$ cat src/rtl/pll_lock_reset_sequencer.sv
// Lock qualification and staggered reset release for one PLL output clock domain.
// Optional lock-acquire timeout flag is built when PLL_LOCK_TIMEOUT_EN is defined.
module pll_lock_reset_sequencer #(
    parameter int SYNC_STAGES    = 2,
    parameter int STABLE_CYCLES  = 1024,
    parameter int NUM_RESETS     = 4,
    parameter int STAGGER_CYCLES = 16,
    parameter int LOSS_CNT_W     = 8,
    parameter int TIMEOUT_CYCLES = 1000000
) (
    input  logic                  clock_in,
    input  logic                  rst_in,
    input  logic                  pll_lock_in,
    input  logic                  resequence_in,
    output logic                  locked,
    output logic [NUM_RESETS-1:0] rst_out,
    output logic                  seq_done,
    output logic [LOSS_CNT_W-1:0] loss_count,
`ifdef PLL_LOCK_TIMEOUT_EN
    output logic                  lock_timeout,
`endif
    output logic [2:0]            fsm_state_o
);

    localparam int STB_W = (STABLE_CYCLES > 1) ? $clog2(STABLE_CYCLES) : 1;
    localparam int STG_W = (STAGGER_CYCLES > 1) ? $clog2(STAGGER_CYCLES) : 1;
    localparam int IDX_W = (NUM_RESETS > 1) ? $clog2(NUM_RESETS) : 1;
    localparam logic [STB_W-1:0] STB_LAST = STB_W'(STABLE_CYCLES - 1);
    localparam logic [STG_W-1:0] STG_LAST = STG_W'(STAGGER_CYCLES - 1);
    localparam logic [IDX_W-1:0] IDX_LAST = IDX_W'(NUM_RESETS - 1);

    if (SYNC_STAGES < 2 || SYNC_STAGES > 4 || STABLE_CYCLES < 1 || STABLE_CYCLES > 65535 ||
        NUM_RESETS < 1 || NUM_RESETS > 16 || STAGGER_CYCLES < 1 || STAGGER_CYCLES > 65535 ||
        LOSS_CNT_W < 1 || TIMEOUT_CYCLES < 1) begin : g_param_check
        $error("pll_lock_reset_sequencer: parameter out of legal range");
    end

    // RESTART holds all resets for one cycle after a resequence before bit 0 is released again.
    typedef enum logic [2:0] {
        S_WAIT_LOCK = 3'd0,
        S_QUALIFY   = 3'd1,
        S_RELEASE   = 3'd2,
        S_RESTART   = 3'd3,
        S_RUN       = 3'd4
    } state_t;

    state_t                  state_q;
    logic [SYNC_STAGES-1:0]  sync_q;
    logic [STB_W-1:0]        stable_q;
    logic [STG_W-1:0]        stagger_q;
    logic [IDX_W-1:0]        idx_q;
    logic                    locked_q;
    logic [NUM_RESETS-1:0]   rst_q;
    logic                    done_q;
    logic [LOSS_CNT_W-1:0]   loss_q;

    logic                    lock_s;
    logic                    in_seq;
    logic                    lost_d;
    logic                    reseq_d;
    logic                    qualify_d;
    logic                    start_rel_d;
    logic [IDX_W-1:0]        next_idx_d;

    always_comb begin
        lock_s      = sync_q[SYNC_STAGES-1];
        in_seq      = (state_q == S_RELEASE) || (state_q == S_RESTART) || (state_q == S_RUN);
        lost_d      = in_seq && !lock_s;
        reseq_d     = in_seq && lock_s && resequence_in;
        // The WAIT_LOCK cycle that first sees lock_s counts as the first stable cycle.
        qualify_d   = lock_s && ((state_q == S_WAIT_LOCK) || (state_q == S_QUALIFY)) &&
                      (stable_q == STB_LAST);
        start_rel_d = qualify_d || (state_q == S_RESTART);
        next_idx_d  = idx_q + IDX_W'(1);
    end

    always_ff @(posedge clock_in or posedge rst_in) begin
        if (rst_in) begin
            sync_q    <= '0;
            state_q   <= S_WAIT_LOCK;
            stable_q  <= '0;
            stagger_q <= '0;
            idx_q     <= '0;
            locked_q  <= 1'b0;
            rst_q     <= '1;
            done_q    <= 1'b0;
            loss_q    <= '0;
        end else begin
            sync_q <= {sync_q[SYNC_STAGES-2:0], pll_lock_in};
            if (lost_d) begin
                state_q   <= S_WAIT_LOCK;
                locked_q  <= 1'b0;
                rst_q     <= '1;
                done_q    <= 1'b0;
                stable_q  <= '0;
                stagger_q <= '0;
                idx_q     <= '0;
                if (loss_q != {LOSS_CNT_W{1'b1}}) begin
                    loss_q <= loss_q + LOSS_CNT_W'(1);
                end
            end else if (reseq_d) begin
                state_q   <= S_RESTART;
                rst_q     <= '1;
                done_q    <= 1'b0;
                stagger_q <= '0;
                idx_q     <= '0;
            end else if (start_rel_d) begin
                locked_q  <= 1'b1;
                stable_q  <= '0;
                stagger_q <= '0;
                idx_q     <= '0;
                rst_q[0]  <= 1'b0;
                if (NUM_RESETS == 1) begin
                    state_q <= S_RUN;
                    done_q  <= 1'b1;
                end else begin
                    state_q <= S_RELEASE;
                end
            end else begin
                case (state_q)
                    S_WAIT_LOCK, S_QUALIFY: begin
                        if (lock_s) begin
                            stable_q <= stable_q + STB_W'(1);
                            state_q  <= S_QUALIFY;
                        end else begin
                            stable_q <= '0;
                            state_q  <= S_WAIT_LOCK;
                        end
                    end
                    S_RELEASE: begin
                        if (stagger_q == STG_LAST) begin
                            stagger_q         <= '0;
                            idx_q             <= next_idx_d;
                            rst_q[next_idx_d] <= 1'b0;
                            if (next_idx_d == IDX_LAST) begin
                                state_q <= S_RUN;
                                done_q  <= 1'b1;
                            end
                        end else begin
                            stagger_q <= stagger_q + STG_W'(1);
                        end
                    end
                    S_RUN: begin
                    end
                    default: state_q <= S_WAIT_LOCK;
                endcase
            end
        end
    end

`ifdef PLL_LOCK_TIMEOUT_EN
    localparam int TO_W = (TIMEOUT_CYCLES > 1) ? $clog2(TIMEOUT_CYCLES) : 1;
    localparam logic [TO_W-1:0] TO_LAST = TO_W'(TIMEOUT_CYCLES - 1);

    logic [TO_W-1:0] to_cnt_q;
    logic            timeout_q;

    // Counter holds at its terminal value so the flag stays sticky while waiting.
    always_ff @(posedge clock_in or posedge rst_in) begin
        if (rst_in) begin
            to_cnt_q  <= '0;
            timeout_q <= 1'b0;
        end else if (qualify_d) begin
            to_cnt_q  <= '0;
            timeout_q <= 1'b0;
        end else if ((state_q == S_WAIT_LOCK) || (state_q == S_QUALIFY)) begin
            if (to_cnt_q == TO_LAST) begin
                timeout_q <= 1'b1;
            end else begin
                to_cnt_q <= to_cnt_q + TO_W'(1);
            end
        end
    end

    assign lock_timeout = timeout_q;
`endif

    assign locked      = locked_q;
    assign rst_out     = rst_q;
    assign seq_done    = done_q;
    assign loss_count  = loss_q;
    assign fsm_state_o = state_q;

endmodule

$ cat config.mk
export PLATFORM = sky130hd
export DESIGN_NAME = pll_lock_reset_sequencer
export DESIGN_NICKNAME = d
export VERILOG_FILES = /design/src/rtl/pll_lock_reset_sequencer.sv
export SDC_FILE = /design/constraint.sdc
export NUM_CORES = 1
export LEC_CHECK = 0
export BUFFER_PORTS_ARGS = -buffer_cell sky130_fd_sc_hd__buf_2
export CORE_MARGIN = 3
export CORE_UTILIZATION = 45
export DETAILED_ROUTE_END_ITERATION = 7
export GPL_ROUTABILITY_DRIVEN = 0
export PLACE_DENSITY = 0.68
export SLEW_MARGIN = 10
export SYNTH_ARGS = -nofsm -noshare
export SYNTH_HDL_FRONTEND = slang
export SYNTH_SLANG_ARGS = --single-unit
$ cat constraint.sdc
create_clock -name clock_in -period 1.9 [get_ports clock_in]
set_input_delay 0.475 -clock clock_in [delete_from_list [all_inputs] [get_ports clock_in]]
set_output_delay 0.475 -clock clock_in [all_outputs]
set_load 0.05 [all_outputs]
==> metrics.md, run 1 <==
| Metric | Value |
|---|---|
| Synthesized area | `between 1500 and 2000 sq um` |
| Cell accounting for the most synthesized area | `dfrtp_1` |
| Reg2Reg Setup Slack | `0.17 ns` |
| Synth warn | `0` |
| Avg Cell Area, Syn | `9.84 sq um` |
| HP Class | `in -> async` |
| Setup total negative slack | `0 ns` |
| Vias per cell | `5.61` |
| Sw frac | `22.1%` |
| Post-layout nets | `236` |
| Clock Latency Late Sink | `0.29 ns` |
| Register area share after synthesis | `45.2%` |
| Synth area leaders | `dfrtp_1, dfstp_2, nand3_1` |
| Iter 0 DRT Violations | `just under 100` |
| Required time of the critical path | `about 2.1 ns` |
| Final Power | `1.49 mW` |
| Clk pwr share | `between 40% and 50%` |
| RSZ-0062 raised after global routing | `false` |
| Rows | `23` |
| Tmin final | `~1.7 ns` |
| Syn_nets | `209` |
| Postcts setup bufs | `0` |
| Share of the synthesized area in the top cell type | `39.8%` |
| VDD IR-drop max | `~0.47 mV` |
| Synth Instances | `198` |
| Slew at the pin closest to its max-slew limit | `roughly 0.46 ns` |
| Total CTS buffers | `5` |
| Post-route insts no fill | `about 280` |
| Crit path arrival time | `1.91 ns` |
| Worst hold slack | `between 0.2 and 0.3 ns` |
| Hold_buf cts | `0` |
| I/O Buffers | `20` |
| DP Worst Slack | `0.168 ns` |
| P_leak | `1.03 nW` |
| Fin crit share | `91.1%` |
| CP Launch Type | `flop` |
| Combinational power share | `4.2%` |
| Tot GR Track Use | `between 10% and 20%` |
| Power per cell area | `665 nW/um^2` |
| Post-Route Utilization | `55.0%` |
| Async SR Flop Fraction | `100%` |
| Vias | `around 1,500` |
| Crit path capture type | `flop` |
| First-pass GRT wire length | `6890 um` |
| Starting Density | `between 40% and 50%` |
| Drt first pass iters | `4` |
| Worst Skew | `0.00677 ns` |
| Antenna fix cells | `0` |
| Main flop type after synthesis | `dfrtp_1` |
| Critical Path Max Stage Delay | `0.41 ns` |
| Setup-failing EPs final | `0` |
| Die area | `5150 sq um` |
| Sequential Power Share | `50.9%` |
| Clk pin slew, worst setup/hold paths | `0.08 ns` |
| P_int | `1.16 mW` |
| Wirelength per Cell | `about 14 um` |
| Peak Freq | `578 MHz` |
| Deepest clock path buffer count | `2` |
| Vias in the first global route | `1,462` |
| Routed Antenna Nets | `0` |
| CTS tree | `yes` |
| Slew Limit Fails | `0` |
| Root Driver | `clkbuf_8` |
| FF+latch count, synth | `35` |
| P_sw | `0.330 mW` |
| DP HPWL | `between 2000 and 3000 um` |
| Routed WL | `around 3900 um` |
| Final hold vios | `0` |
| Overflow left after global routing | `0` |
| Clock sink count | `35` |
| Post-placement cell area | `2140 sq um` |
| Post-synth EDFFs | `0` |
| Max-cap viol count | `0` |
| Slew margin rel. | `slightly below 70%` |
| Design area | `around 2200 sq um` |
| Layout cells sized above 1 | `22.6%` |
| Critical Path Fanout Max | `8` |
| DRC | `0` |
| Initial antenna violation count | `0` |
| Largest net degree at the start of global routing | `36` |
| Status | `finished, final reports clean` |
| Worst setup margin | `0.168 ns` |
| Crit path kind | `reg -> reg` |
| Cells along the critical path | `or3b_4 -> a21o_4 -> nor2_1 -> mux2_2` |
| Die Y | `71.8 um` |
| Resized cells post-CTS | `0` |
| Area delta synth->final | `15.4%` |
| Critical path's slowest cell | `or3b_4` |
| Die Width | `71.8 um` |
| Placed Cells | `268` |
| Number of H-tree levels | `2` |
| Core Area | `4090 sq um` |
| Num ports | `21` |
| Distinct cell type count after synthesis | `44` |
## metal layers
metal	global-route usage, %	part of all wire (%)	vias up
li1	-	-	771
met1	25.8	52	748
met2	24.0	43	25
met3	3.79	3.6	5
met4	5.01	1.2	0
met5	0	0	-
## critical path, delay by kind of cell, from the launching register on
kind	cells	cell delay (ns)
AOI/OAI and AO/OA	1	0.28
DFF	1	0.40
muxes	1	0.35
and+or+nand+nor	2	0.59
## sequential cells by signal (all words and copies together) (netlist names), 2 cells and up
signal / flops
fsm_state_o: 3
idx_q: 2
loss_count: 8
rst_out: 4
stable_q: 10
stagger_q: 4
sync_q: 2
## layout make-up
cell class / count / area, sq um
fillers: 384 / 1840
multi-input cells: 150 / 1010
flip-flops and latches: 35 / 885
repair buffers: 28 / 160
clock buffers: 6 / 72.6
well taps: 50 / 62.6
clock inverters: 2 / 37.5
inverters: 5 / 18.8
## cells by family after synthesis
group	after synthesis	share of synthesized area, %
xor gates and xnor gates	9	4.05
DFF	35	45.2
and+or+nand+nor	97	29.8
buffers and inverters	13	2.83
AOI/OAI and AO/OA	34	12.0
adders and majority gates	7	4.50
muxes	3	1.61
## synth_stat cells (all sizes together), types with 6 or more instances
cell type,number
dfrtp,31
nand2,21
nand3,19
nor2,11
o21ai,8
xor2,8
ha,7
nand4,7
a21o,6
a21oi,6
nor3,6
## cell usage in the layout, fill, tap and decap left out, drive strengths merged, types with 7 or more instances in the layout
cell type,n
o21ai,8
nand4,7
nand3,19
nor2,11
buf,28
dfrtp,31
nand2,21
xor2,8
ha,7
## power by group through the flow
stage          Combinational, mW  Clock (mW)  Sequential [mW]
2_1_floorplan             0.0395           0            0.777
3_3_place_gp              0.0651           0            0.775
3_5_place_dp              0.0651           0            0.775
4_1_cts                   0.0651       0.686            0.761
5_1_grt                   0.0727       0.715            0.762
6_report                  0.0633       0.670            0.761
## worst paths after layout
| check | from | to | cells past startpoint |
|---|---|---|---|
| max in group asynchronous | rst_in | rst_out[0]$_DFFE_PP1P_ | 3 |
| max | fsm_state_o[0]$_DFFE_PP0P_ | loss_count[1]$_DFFE_PP0P_ | 4 |
| min in group clock_in | pll_lock_in | sync_q[0]$_DFF_PP0_ | 1 |
| max reg2reg | fsm_state_o[0]$_DFFE_PP0P_ | loss_count[1]$_DFFE_PP0P_ | 4 |
| min | rst_in | loss_count[0]$_DFFE_PP0P_ | 3 |
| min reg2reg | sync_q[0]$_DFF_PP0_ | sync_q[1]$_DFF_PP0_ | 0 |
(Power assumes the default switching activity.)
==> run 2, diff against run 1 <==
--- a/config.mk
+++ b/config.mk
@@ -7,11 +7,11 @@
 export LEC_CHECK = 0
 export BUFFER_PORTS_ARGS = -buffer_cell sky130_fd_sc_hd__buf_2
 export CORE_MARGIN = 3
-export CORE_UTILIZATION = 45
+export CORE_UTILIZATION = 55
 export DETAILED_ROUTE_END_ITERATION = 7
 export GPL_ROUTABILITY_DRIVEN = 0
-export PLACE_DENSITY = 0.68
-export SLEW_MARGIN = 10
+export PLACE_DENSITY = 0.79
+export SLEW_MARGIN = 15
 export SYNTH_ARGS = -nofsm -noshare
 export SYNTH_HDL_FRONTEND = slang
 export SYNTH_SLANG_ARGS = --single-unit
==> run 2 against run 1 <==
Net effect: sequential power about the same; first-iteration DRC count down 2.0%; die area shrank 17%; critical path type unchanged; non-clock buffer count down 2; cell count fell by 2.9%; combinational power decreased by 6.0%; clock power shrank 36%; final area shrank 3.2%; wire length up 2.3%; worst hold slack got worse by 0.061 ns; largest power group unchanged; power down 16%; critical endpoint unchanged; clock skew rose by 0.0065 ns.
==> metrics.md, run 2 (synthesized netlist as in run 1, its figures left out) <==
| Metric | Value |
|---|---|
| Status | `finished, final reports clean` |
| Area delta synth->final | `11.7%` |
| Num ports | `21 (unchanged)` |
| GRT met1 Usage | `28.1% (+2.4 points)` |
| Vias per cell | `6.03 (+7.4%)` |
| Die Width | `65.5 um (-8.7%)` |
| Total CTS buffers | `5 (unchanged)` |
| Deepest clock path buffer count | `2 (unchanged)` |
| Vias in the first global route | `1,493 (+2.1%)` |
| Initial antenna violation count | `0 (unchanged)` |
| Setup-failing EPs final | `0 (unchanged)` |
| Drt first pass iters | `4 (unchanged)` |
| Resized cells post-CTS | `0 (unchanged)` |
| Slew Limit Fails | `0 (unchanged)` |
| Layout cells sized above 1 | `21.9% (-0.69 points)` |
| Peak Freq | `567 MHz (-1.9%)` |
| Critical Path Fanout Max | `8 (unchanged)` |
| Postcts setup bufs | `0 (unchanged)` |
| Most frequent cells in the layout | `dfrtp_1, nand2_1, buf_2` |
| Power per cell area | `574 nW/um^2 (-14%)` |
| Busiest grt layer | `met2` |
| Tot GR Track Use | `20.8% (+3.9 points)` |
| Routed WL | `3950 um (+2.3%)` |
| Design area | `2180 sq um (-3.2%)` |
| CTS tree | `yes` |
| Root Driver | `clkbuf_4` |
| Met3 usage | `5.98% (+2.2 points)` |
| Commonest non-fill, non-tap cell in the layout | `dfrtp_1` |
| VDD IR-drop max | `0.441 mV (-5.9%)` |
| Slew at the pin closest to its max-slew limit | `0.439 ns (-0.0244 ns)` |
| Required time of the critical path | `2.13 ns (+0.05 ns)` |
| Setup total negative slack | `0 ns (unchanged)` |
| Worst Skew | `0.0133 ns (+0.00653 ns)` |
| Routed Antenna Nets | `0 (unchanged)` |
| Post-layout nets | `234 (-0.85%)` |
| DRC | `0 (unchanged)` |
| Overflow left after global routing | `0 (unchanged)` |
| Max-cap viol count | `0 (unchanged)` |
| Crit path capture type | `flop` |
| Slew margin rel. | `70.8% (+1.6 points)` |
| Die area | `4290 sq um (-17%)` |
| Starting Density | `60.8% (+13 points)` |
| Die Y | `65.5 um (-8.7%)` |
| Final hold vios | `0 (unchanged)` |
| First-pass GRT wire length | `6850 um (-0.51%)` |
| Number of H-tree levels | `2 (unchanged)` |
| Clock sink count | `35 (unchanged)` |
| Rows | `20 (-13%)` |
| Crit path kind | `reg -> reg` |
| RSZ-0062 raised after global routing | `false` |
| Core Area | `3200 sq um (-22%)` |
| CP Launch Type | `flop` |
| Clock Latency Late Sink | `0.34 ns (+0.05 ns)` |
| Max FFs per register | `10 (unchanged)` |
| Wirelength per Cell | `14.7 um (+5.3%)` |
| Hold_buf cts | `0 (unchanged)` |
| DP HPWL | `2840 um (+2.7%)` |
| Iter 0 DRT Violations | `97 (-2.0%)` |
| Crit path arrival time | `1.99 ns (+0.08 ns)` |
| HP Class | `in -> async` |
| Tmin final | `1.76 ns (+0.0328 ns)` |
| Largest net degree at the start of global routing | `36 (unchanged)` |
| Vias | `1,615 (+4.3%)` |
| Filler Cell Count | `282 (-27%)` |
| Fin crit share | `92.9% (+1.7 points)` |
| GR Util met2 | `32.4% (+8.4 points)` |
| Antenna fix cells | `0 (unchanged)` |
| Clk pin slew, worst setup/hold paths | `0.11 ns (+0.03 ns)` |
| Post-placement cell area | `2120 sq um (-1.1%)` |
| Largest Register | `stable_q` |
| P_leak | `1.01 nW (-2.5%)` |
| I/O Buffers | `20 (unchanged)` |
run 2: metrics by stage:
| step | power, mW | cells | setup WS [ns] | utilization, % | hold slack, ns |
|---|---|---|---|---|---|
| after floorplan | 0.817 | 198 | 0.0313 | - | 0.331 |
| after global placement | 0.834 | 260 | 0.198 | 66.1 | 0.333 |
| after detailed placement | 0.837 | 260 | 0.161 | 66.1 | 0.346 |
| after CTS | 1.27 | 268 | 0.143 | 67.9 | 0.206 |
| after global routing | 1.31 | 268 | 0.0721 | 67.9 | 0.203 |
| final | 1.25 | 268 | 0.136 | 67.9 | 0.209 |
run 2: layer usage:
metal | up-vias | share of wire [%]
met5 | - | 0
met4 | 0 | 1.6
met3 | 9 | 4.4
met2 | 46 | 48
met1 | 790 | 46
li1 | 770 | -
run 2: area by class of cell:
cell class | instances | area, sq um | area share (%)
inverter | 5 | 18.8 | 0.863
clock buffer | 7 | 55.1 | 2.53
sequential | 35 | 885 | 40.7
tap | 44 | 55.1 | 2.53
multi-input combinational | 150 | 1010 | 46.5
timing repair buffer | 26 | 145 | 6.67
clock inverter | 1 | 5.00 | 0.230
run 2: critical path, cell delays in order, from the launching register on:
cell	delay [ns]
dfrtp_2	0.42
or3b_4	0.41
a21o_4	0.28
nor2_1	0.18
mux2_2	0.35
run 2: final timing paths:
check	startpoint	to	slack [ns]	cells after the start
max	fsm_state_o[0]$_DFFE_PP0P_	loss_count[1]$_DFFE_PP0P_	0.14	4
max in group asynchronous	rst_in	rst_out[0]$_DFFE_PP1P_	1.34	3
min	rst_in	stable_q[1]$_DFFE_PP0P_	0.21	3
max reg2reg	fsm_state_o[0]$_DFFE_PP0P_	loss_count[1]$_DFFE_PP0P_	0.14	4
min reg2reg	sync_q[0]$_DFF_PP0_	sync_q[1]$_DFF_PP0_	0.36	0
min in group clock_in	pll_lock_in	sync_q[0]$_DFF_PP0_	0.24	1
run 2: where the power goes:
group	switching (mW)	internal, mW	total (mW)
registers	0.00992	0.753	0.763
logic	0.0423	0.0172	0.0595
clock network	0.248	0.179	0.427
total	0.300	0.950	1.25
